$ cat src/rtl/ofmap_streamer_pkg.sv
// rtl/ofmap_streamer_pkg.sv - shared constants, state type and lane slicing helper for ofmap_streamer
package ofmap_pkg;

  localparam int DATA_WIDTH      = 8;
  localparam int PE_SIZE         = 14;
  localparam int MEM2_DATA_WIDTH = DATA_WIDTH * PE_SIZE;
  localparam int MEM2_DEPTH      = 896;
  localparam int MEM2_ADDR_WIDTH = 10;

  typedef enum logic [1:0] {
    S_IDLE,
    S_STREAM,
    S_DONE
  } state_t;

  // Lane 0 sits in the most significant byte of a word.
  function automatic int lane_lsb(input int lane);
    return (PE_SIZE - 1 - lane) * DATA_WIDTH;
  endfunction

endpackage

$ cat src/rtl/ofmap_streamer_if.sv
// rtl/ofmap_streamer_if.sv - valid/ready output word stream of ofmap_streamer
interface ofmap_streamer_if
  import ofmap_pkg::*;
();

  logic                       m_valid_o;
  logic                       m_ready_i;
  logic [MEM2_DATA_WIDTH-1:0] m_data_o;
  logic                       m_last_o;

  modport master (
    output m_valid_o,
    output m_data_o,
    output m_last_o,
    input  m_ready_i
  );

  modport slave (
    input  m_valid_o,
    input  m_data_o,
    input  m_last_o,
    output m_ready_i
  );

endinterface

$ cat src/rtl/ofmap_streamer_fifo2.sv
// rtl/ofmap_streamer_fifo2.sv - 2-entry synchronous FIFO; head comes only from storage registers
module fifo2_sync #(
  parameter int WIDTH = 112
) (
  input  logic             clk,
  input  logic             rst,
  input  logic             push,
  input  logic [WIDTH-1:0] push_data,
  input  logic             pop,
  output logic [WIDTH-1:0] head,
  output logic             full,
  output logic             empty,
  output logic [1:0]       count
);

  logic [WIDTH-1:0] slot [2];
  logic             wr_ptr;
  logic             rd_ptr;

  always_ff @(posedge clk) begin
    if (rst) begin
      slot[0] <= '0;
      slot[1] <= '0;
      wr_ptr  <= 1'b0;
      rd_ptr  <= 1'b0;
      count   <= 2'd0;
    end else begin
      if (push) begin
        slot[wr_ptr] <= push_data;
        wr_ptr       <= ~wr_ptr;
      end
      if (pop) begin
        rd_ptr <= ~rd_ptr;
      end
      count <= count + {1'b0, push} - {1'b0, pop};
    end
  end

  always_comb begin
    head  = slot[rd_ptr];
    full  = (count == 2'd2);
    empty = (count == 2'd0);
  end

endmodule

$ cat src/rtl/ofmap_streamer.sv
// rtl/ofmap_streamer.sv - drains mem2 in address order onto a valid/ready stream
// Optional macro OFMAP_RELU_EN: clamps negative signed lanes to zero on the output path.
module ofmap_streamer
  import ofmap_pkg::*;
(
  input  logic                       clk,
  input  logic                       rst,
  input  logic                       start_i,
  output logic                       mem2_ce1,
  output logic                       mem2_we1,
  output logic [MEM2_ADDR_WIDTH-1:0] mem2_addr1,
  input  logic [MEM2_DATA_WIDTH-1:0] mem2_q1_i,
  ofmap_streamer_if.master           m,
  output logic                       busy_o,
  output logic                       done_o
);

  localparam logic [MEM2_ADDR_WIDTH:0] DEPTH_C = (MEM2_ADDR_WIDTH+1)'(MEM2_DEPTH);
  localparam logic [MEM2_ADDR_WIDTH:0] LAST_C  = (MEM2_ADDR_WIDTH+1)'(MEM2_DEPTH - 1);

  state_t                     state;
  state_t                     state_nxt;
  logic [MEM2_ADDR_WIDTH:0]   rd_addr;
  logic [MEM2_ADDR_WIDTH:0]   out_idx;
  logic                       inflight;
  logic                       in_stream;
  logic                       out_valid;
  logic                       handshake;
  logic                       rd_issue;
  logic [2:0]                 occ_after;
  logic                       fifo_push;
  logic                       fifo_pop;
  logic                       fifo_full;
  logic                       fifo_empty;
  logic [1:0]                 fifo_count;
  logic [MEM2_DATA_WIDTH-1:0] fifo_head;
  logic [MEM2_DATA_WIDTH-1:0] raw_word;
  logic [MEM2_DATA_WIDTH-1:0] out_word;

  always_ff @(posedge clk) begin
    if (rst) begin
      state <= S_IDLE;
    end else begin
      state <= state_nxt;
    end
  end

  always_comb begin
    state_nxt = state;
    case (state)
      S_IDLE:   if (start_i) state_nxt = S_STREAM;
      S_STREAM: if (handshake && out_idx == LAST_C) state_nxt = S_DONE;
      S_DONE:   state_nxt = S_IDLE;
      default:  state_nxt = S_IDLE;
    endcase
  end

  always_comb begin
    busy_o = (state != S_IDLE);
    done_o = (state == S_DONE);
  end

  // An empty FIFO forwards the returning BRAM word directly to keep the
  // first-word latency at two cycles; a stalled forwarded word is pushed.
  always_comb begin
    in_stream = (state == S_STREAM);
    out_valid = in_stream && (!fifo_empty || inflight);
    raw_word  = fifo_empty ? mem2_q1_i : fifo_head;
    handshake = out_valid && m.m_ready_i;
    fifo_pop  = handshake && !fifo_empty;
    fifo_push = in_stream && inflight && !fifo_full && !(fifo_empty && handshake);
    occ_after = {1'b0, fifo_count} + {2'b00, inflight} - {2'b00, handshake};
    rd_issue  = in_stream && (rd_addr < DEPTH_C) && (occ_after < 3'd2);
  end

  always_comb begin
    mem2_ce1    = rd_issue;
    mem2_we1    = 1'b0;
    mem2_addr1  = rd_issue ? rd_addr[MEM2_ADDR_WIDTH-1:0] : '0;
    m.m_valid_o = out_valid;
    m.m_data_o  = out_valid ? out_word : '0;
    m.m_last_o  = out_valid && (out_idx == LAST_C);
  end

  always_ff @(posedge clk) begin
    if (rst) begin
      rd_addr  <= '0;
      out_idx  <= '0;
      inflight <= 1'b0;
    end else begin
      inflight <= rd_issue;
      if (state == S_IDLE && start_i) begin
        rd_addr <= '0;
        out_idx <= '0;
      end else begin
        if (rd_issue)  rd_addr <= rd_addr + 1'b1;
        if (handshake) out_idx <= out_idx + 1'b1;
      end
    end
  end

  fifo2_sync #(
    .WIDTH (MEM2_DATA_WIDTH)
  ) u_fifo (
    .clk       (clk),
    .rst       (rst),
    .push      (fifo_push),
    .push_data (mem2_q1_i),
    .pop       (fifo_pop),
    .head      (fifo_head),
    .full      (fifo_full),
    .empty     (fifo_empty),
    .count     (fifo_count)
  );

`ifdef OFMAP_RELU_EN
  for (genvar l = 0; l < PE_SIZE; l++) begin : g_relu
    assign out_word[lane_lsb(l) +: DATA_WIDTH] =
      raw_word[lane_lsb(l) + DATA_WIDTH - 1] ? '0 : raw_word[lane_lsb(l) +: DATA_WIDTH];
  end
`else
  assign out_word = raw_word;
`endif

endmodule
$ cat src/flat_wrapper.sv
// flat-port wrapper written by rule: the top's interface ports become plain ports
module ofmap_streamer_flat import ofmap_pkg::*;
  (clk, rst, start_i, mem2_ce1, mem2_we1, mem2_addr1, mem2_q1_i, busy_o, done_o, m_m_valid_o, m_m_data_o, m_m_last_o, m_m_ready_i);
  ofmap_streamer_if m_i ();
  input  logic clk;
  input  logic rst;
  input  logic start_i;
  output logic mem2_ce1;
  output logic mem2_we1;
  output logic [MEM2_ADDR_WIDTH-1:0] mem2_addr1;
  input  logic [MEM2_DATA_WIDTH-1:0] mem2_q1_i;
  output logic busy_o;
  output logic done_o;
  output wire logic [$bits(m_i.m_valid_o)-1:0] m_m_valid_o;
  output wire logic [$bits(m_i.m_data_o)-1:0] m_m_data_o;
  output wire logic [$bits(m_i.m_last_o)-1:0] m_m_last_o;
  input wire logic [$bits(m_i.m_ready_i)-1:0] m_m_ready_i;
  assign m_m_valid_o = m_i.m_valid_o;
  assign m_m_data_o = m_i.m_data_o;
  assign m_m_last_o = m_i.m_last_o;
  assign m_i.m_ready_i = m_m_ready_i;
  ofmap_streamer u_core (.clk(clk), .rst(rst), .start_i(start_i), .mem2_ce1(mem2_ce1), .mem2_we1(mem2_we1), .mem2_addr1(mem2_addr1), .mem2_q1_i(mem2_q1_i), .m(m_i), .busy_o(busy_o), .done_o(done_o));
endmodule
$ cat config.mk
export PLATFORM = sky130hd
export DESIGN_NAME = ofmap_streamer_flat
export DESIGN_NICKNAME = d
export VERILOG_FILES = /design/src/rtl/ofmap_streamer_pkg.sv /design/src/rtl/ofmap_streamer_if.sv /design/src/rtl/ofmap_streamer_fifo2.sv /design/src/rtl/ofmap_streamer.sv /design/src/flat_wrapper.sv
export SDC_FILE = /design/constraint.sdc
export NUM_CORES = 1
export LEC_CHECK = 0
export ABC_AREA = 1
export CAP_MARGIN = 0
export CORE_UTILIZATION = 57
export CTS_CLUSTER_SIZE = 30
export DETAILED_ROUTE_END_ITERATION = 10
export PLACE_DENSITY = 0.88
export RECOVER_POWER = 100
export SYNTH_ARGS = -nofsm -noshare
export SYNTH_HDL_FRONTEND = slang
export SYNTH_SLANG_ARGS = --single-unit
$ cat constraint.sdc
create_clock -name clk -period 12.65 [get_ports clk]
set_input_delay 2.53 -clock clk [delete_from_list [all_inputs] [get_ports clk]]
set_output_delay 2.53 -clock clk [all_outputs]
set_load 0.02 [all_outputs]
==> out/metrics.yaml, run 1 <==
outcome:
  status: "finished, violations left"
  violations: "capacitance limit, slew limit"
logic_synthesis:
  synth_top_family_by_area: "simple AND/OR/NAND/NOR gates"
  synth_compound_area_frac: 0.145
  synth.ff_latch_count: 254
  yosys.area_share.simple: 0.151
  yosysSeqAreaShare: 0.581
  synth.area.top_cells: "edfxtp_1 53%, a211oi_1 13%, nor2_1 11%"
  post-synth-top-count-cell: "nor2_1"
  synth_top_area_frac: 0.534
  synth_area_mm2: 0.0126
  avgSynthCellArea_um2: 9.25
  synthCells: 1363
  syn-num-nets: 1484
  synth_edf_count: 224
  synthAdderAreaFrac: 0.00556
  synth_flop_cell: "edfxtp_1"
  synth_xor_area_frac: 0.00556
  synth.largest_area_cell: "edfxtp_1"
  synthTopCellsByCount: "378 x nor2_1, 262 x inv_1, 224 x a211oi_1, 224 x edfxtp_1, 80 x nand2_1"
  yosysUniqueCellTypes: 29
  synthMuxAreaShare: 0
  synth_warnings: 0
  synth_async_sr_flop_share: 0
setup_path:
  crit_path_end_kind: "flip-flop"
  reg2reg_to: "u_core.u_fifo.slot[1][44]$_SDFFCE_PN0P_"
  rrSetupSlack_ns: 4.67
  start_kind: "primary input"
  cp_max_fo: 68
  reg2regPathDepth: 7
  cp.required_ns: 12.67
  crit_arrival_ns: 9.93
  r2r-start: "u_core.state[0]$_SDFFE_PP0P_"
  crit_type: "primary input to flip-flop"
timing:
  tns_ns: 0
  slew_violations: 463
  min_period_ns: 9.90
  fin_worst_skew_ns: 0.00856
  setup_ws_ns: 2.75
  timing.fmax_ghz: 0.101
  relSlewSlack: -1.69
  worst_pin_slew_ns: 4.04
  rsz0062_at_grt: "no"
  setup_viol: 0
  final-hold-violation-count: 0
  fin_crit_sh: 0.783
clocking:
  holdBufCountCts: 0
  postCtsSetupBuffers: 0
  cts-resized-gates: 0
  cts.reportedPaths.clkPinSlew_ns: 0.06
  htreeDepth: 1
  clk-insertion-delay-late_ns: 0.51
  cts_tree: "done"
  cts_root_buffer: "clkbuf_16"
  cts_buffers: 26
  cts.sinks: 254
  ctsLongestPathBuffers: 3
min_path:
  worstHoldPathCells: 2
  hold_path.startpoint: "u_core.rd_addr[10]$_SDFFE_PP0P_"
  min_to: "u_core.rd_addr[10]$_SDFFE_PP0P_"
  hp-class: "flip-flop to flip-flop"
floorplanning:
  num_io_pins: 244
  fp.dieW_um: 151
  floorplan.die_area_mm2: 0.0227
  row_count: 54
  core_area_mm2: 0.0218
  initial_core_util: 0.579
  die_y_um: 151
placement:
  io_buffer_count: 242
  hpwl_um: 17500
  pre_cts_ws_ns: 4.28
  place_congestion: 0.834
drt:
  drc: 0
  vias: 10200
  drt_iter0_drc: 760
  via_per_inst: 5.51
  drtPass1Iterations: 5
  wl_um: 29100
  drtAntennaViolNets: 0
  wire_per_inst_um: 15.7
final_layout:
  utilization: 0.727
  area_delta_synth_final_pct: 25.4
  regArea_mm2: 0.00733
  fillCellCount: 1484
  multi_input_area_mm2: 0.00387
  antenna_cells: 0
  drive_above_1_share: 0.0287
  nNetsFinal: 1673
power:
  p_per_area_mw_per_mm2: 119
  vdd_drop_max_mv: 0.129
  static-leakage-power_nw: 6.68
grt:
  grt-ovfl-total: 0
  grt_start_max_net_pins: 109
  track_usage: 0.250
  grt_pass1_wl_um: 45500
  grt_pass1_vias: 9498
  antenna_found_initial: 0
flow_run:
  cap_violations: 8
how the worst max path moves through the flow:
stage | startpoint | to | slack (ns) | cells past startpoint
global placement | m_m_ready_i | mem2_addr1[0] | 4.38 | 11
finish | rst | u_core.u_fifo.slot[1][44]$_SDFFCE_PN0P_ | 2.75 | 5
detailed placement | m_m_ready_i | mem2_addr1[0] | 4.28 | 11
floorplan | m_m_ready_i | mem2_addr1[1] | 5.58 | 11
CTS | m_m_ready_i | mem2_addr1[0] | 4.27 | 11
global route | rst | u_core.u_fifo.slot[1][58]$_SDFFCE_PN0P_ | 2.10 | 5
routing by layer:
layer / up-vias / part of all wire / wire length, um / global-route usage
met5: - / 0 / 0 / 0
met2: 370 / 0.51 / 14800 / 0.436
li1: 4925 / - / - / -
met4: 0 / 0.023 / 669 / 0.0745
met1: 4846 / 0.40 / 11700 / 0.331
met3: 49 / 0.066 / 1910 / 0.0242
registers in the layout, indices dropped and copies added, names as in the netlist, named ones only:
signal                flops
u_core.u_fifo.slot      224
u_core.out_idx           11
u_core.rd_addr           11
u_core.state              2
u_core.u_fifo.count       2
u_core.inflight           1
u_core.u_fifo.rd_ptr      1
u_core.u_fifo.wr_ptr      1
through the flow:
step	hold WS, ns	total power [mW]	std cells	instance area, um2
floorplan	0.437	1.10	1363	12600
global placement	0.464	1.19	1804	15100
detailed placement	0.486	1.19	1804	15100
CTS	0.496	1.90	1850	15900
global route	0.504	1.95	1850	15800
finish	0.490	1.89	1850	15800
logic make-up (layout without fill, tap and decap cells):
group | count (synthesis) | count (layout)
AOI/OAI and AO/OA | 252 | 252
xor gates and xnor gates | 8 | 8
adders and majority gates | 5 | 5
and+or+nand+nor | 488 | 488
other | 1 | 1
buffers and inverters | 355 | 562
DFF | 254 | 254
cells in the final DEF (no fill, tap or decap), types with 2 or more instances in the layout:
cell             instances
nor2_1                 378
inv_1                  262
a211oi_1               224
edfxtp_1               224
dlygate4sd3_1          129
clkdlybuf4s50_1        113
nand2_1                 80
dfxtp_1                 29
clkbuf_16               27
a21oi_1                 20
nand3_1                 14
clkbuf_1                11
nand4_1                  9
clkinv_1                 8
xor2_1                   7
o21ai_0                  6
buf_4                    5
ha_1                     4
nor3_1                   3
nor2_4                   2
clkinv_2                 2
worst max-delay path: stages:
cell           delay [ns]
dlygate4sd3_1        0.65
nor2_1               0.17
nand3_1              1.36
nand2_1              2.20
clkbuf_1             2.92
power breakdown:
part / switching [mW] / leakage, nW / internal (mW)
combinational: 0.135 / 3.74 / 0.0826
clock: 0.302 / 0.378 / 0.410
sequential: 0.0103 / 2.56 / 0.945
final cells by class:
class,instances,area share
multi-input combinational,754,0.245
inverter,265,0.0630
tap,280,0.0222
clock inverter,11,0.00538
timing repair buffer,251,0.157
clock buffer,35,0.0446
sequential,254,0.464
Note: power is estimated with default switching activity, not from simulation.
==> run 2, diff against run 1 <==
--- a/config.mk
+++ b/config.mk
@@ -7,10 +7,10 @@
 export LEC_CHECK = 0
 export ABC_AREA = 1
 export CAP_MARGIN = 0
-export CORE_UTILIZATION = 57
+export CORE_UTILIZATION = 53
 export CTS_CLUSTER_SIZE = 30
 export DETAILED_ROUTE_END_ITERATION = 10
-export PLACE_DENSITY = 0.88
+export PLACE_DENSITY = 0.82
 export RECOVER_POWER = 100
 export SYNTH_ARGS = -nofsm -noshare
 export SYNTH_HDL_FRONTEND = slang
==> constraint.sdc (replaced) <==
create_clock -name clk -period 10.1 [get_ports clk]
set_input_delay 2.02 -clock clk [delete_from_list [all_inputs] [get_ports clk]]
set_output_delay 2.02 -clock clk [all_outputs]
set_load 0.02 [all_outputs]
==> run 2 against run 1 <==
Effect of this change:
- the flow still finishes with violations (capacitance limit, slew limit)
- clock power up 35%
- critical path type is now flip-flop to output port
- first-iteration DRC count grew 10%
- worst hold slack worse by 0.023 ns
- largest cell class unchanged
- core utilization down 4.6 points
- via count is 0.77% lower
- critical path depth up 3
==> out/metrics.yaml, run 2 (synthesized netlist as in run 1, its figures left out) <==
power:
  p_int_mw: 1.85
  static-leakage-power_nw: 6.72
  p_total_mw: 2.43
  p_sw_mw: 0.576
  p_seq_frac: 0.493
  p_per_area_mw_per_mm2: 152
  vdd_drop_max_mv: 0.119
  clockPowerShare: 0.395
  swShare: 0.237
  pwr-share-comb: 0.113
placement:
  pre_cts_ws_ns: 2.78
  hpwl_um: 17800
  io_buffer_count: 242
  place_congestion: 0.815
  dp_cells: 1842
setup_path:
  cp_slowest_cell: "clkbuf_1"
  cp_top_family: "buffers and inverters"
  start_kind: "flip-flop"
  slowest_delay_ns: 1.59
  crit_path_start: "u_core.u_fifo.count[1]$_SDFF_PP0_"
  r2r-start: "u_core.u_fifo.count[1]$_SDFF_PP0_"
  cp_cell_sequence: "inv_2 -> nand2_1 -> nand2_1 -> nand2_2 -> clkinvlp_2 -> clkbuf_1 -> a211oi_1 -> dlygate4sd3_1"
  cp.required_ns: 8.08
  crit_type: "flip-flop to output port"
  crit_arrival_ns: 6.20
  crit_path_end_kind: "output port"
  cp_max_fo: 66
  path_common_cell: "nand2_1"
  crit_buf_inv: 4
clocking:
  cts_tree: "done"
  postCtsSetupBuffers: 0
  cts_root_buffer: "clkbuf_16"
  ctsLongestPathBuffers: 3
  cts.reportedPaths.clkPinSlew_ns: 0.06
  clk-insertion-delay-late_ns: 0.52
  htreeDepth: 1
  cts-resized-gates: 0
  cts_buffers: 27
  holdBufCountCts: 0
  cts.sinks: 254
timing:
  rsz0062_at_grt: "no"
  worst_pin_slew_ns: 3.32
  final-hold-violation-count: 0
  slew_violations: 472
  min_period_ns: 8.22
  setup_viol: 0
  relSlewSlack: -1.21
  fin_crit_sh: 0.814
  timing.fmax_ghz: 0.122
  tns_ns: 0
  setup_ws_ns: 1.88
  fin_worst_skew_ns: 0.00745
floorplanning:
  num_io_pins: 244
  core_area_mm2: 0.0234
  fp.dieW_um: 156
  floorplan.die_area_mm2: 0.0244
  initial_core_util: 0.539
  die_y_um: 156
  row_count: 56
grt:
  antenna_found_initial: 1
  grt_pass1_vias: 9646
  track_usage: 0.240
  grt_start_max_net_pins: 201
  grt-ovfl-total: 0
  grt_pass1_wl_um: 47000
min_path:
  hp-class: "flip-flop to flip-flop"
  hold_path.startpoint: "u_core.rd_addr[10]$_SDFFE_PP0P_"
final_layout:
  final_cell_mix: "378 x nor2_1, 262 x inv_1, 224 x a211oi_1, 224 x edfxtp_1, 127 x dlygate4sd3_1"
  largest_reg_flops: 224
  top_regs: "u_core.u_fifo.slot (224), u_core.out_idx (11), u_core.rd_addr (11)"
  drive_above_1_share: 0.0331
  largest_register: "u_core.u_fifo.slot"
  stdcell_count: 1892
  layout_commonest_cell: "nor2_1"
  area_delta_synth_final_pct: 26.4
  nNetsFinal: 1673
drt:
  drtPass1Iterations: 6
  wl_um: 29600
  drt_iter0_drc: 838
  vias: 10100
  drtAntennaViolNets: 0
  wire_per_inst_um: 15.6
  drc: 0
  via_per_inst: 5.34
outcome:
  status: "finished, violations left"
  violations: "capacitance limit, slew limit"
flow_run:
  cap_violations: 8
==> run 2: area by class of cell <==
type / count / area (um2)
Multi-Input combinational cell: 754 / 3880
Timing Repair Buffer: 250 / 2480
Clock inverter: 17 / 156
Clock buffer: 32 / 694
Inverter: 265 / 996
Tap cell: 319 / 399
Sequential cell: 254 / 7330
Antenna cell: 1 / 2.50
Fill cell: 1809 / 7460
==> run 2: worst register-to-register path: cells and delay by family (launching register included) <==
| family | cells | cell delay (ns) |
|---|---|---|
| buffers and inverters | 2 | 1.49 |
| flip-flops | 1 | 0.40 |
| AND/OR/NAND/NOR | 6 | 4.03 |
==> run 2: worst paths after layout <==
kind	end	slack, ns	cells after the start
setup / recovery	m_m_data_o[6]	1.88	8
hold / removal	u_core.rd_addr[10]$_SDFFE_PP0P_	0.47	2
setup reg to reg	u_core.u_fifo.slot[0][41]$_SDFFCE_PN0P_	3.72	8
hold reg to reg	u_core.rd_addr[10]$_SDFFE_PP0P_	0.47	2
==> run 2: layer usage <==
metal  vias to the layer above  track usage  share of wire
met5                         -            0              0
met4                         0       0.0971          0.038
met3                        69       0.0299          0.053
met2                       339        0.416           0.49
met1                      4778        0.304           0.41
li1                       4926            -              -
==> run 2: per-stage QoR <==
stage	instance area, um2	utilization	hold WS, ns
final	15900	0.681	0.468
after global routing	15900	0.681	0.492
after CTS	16000	0.683	0.462
after detailed placement	15100	0.647	0.454
after global placement	15100	0.647	0.453
after floorplan	12600	-	0.437
==> run 2: power groups by stage <==
stage	Clock, mW	Sequential [mW]	Combinational [mW]
final	0.959	1.20	0.273
after global routing	1.02	1.20	0.299
after CTS	0.971	1.19	0.283
after detailed placement	0	1.22	0.281
after global placement	0	1.21	0.276
after floorplan	0	1.22	0.159
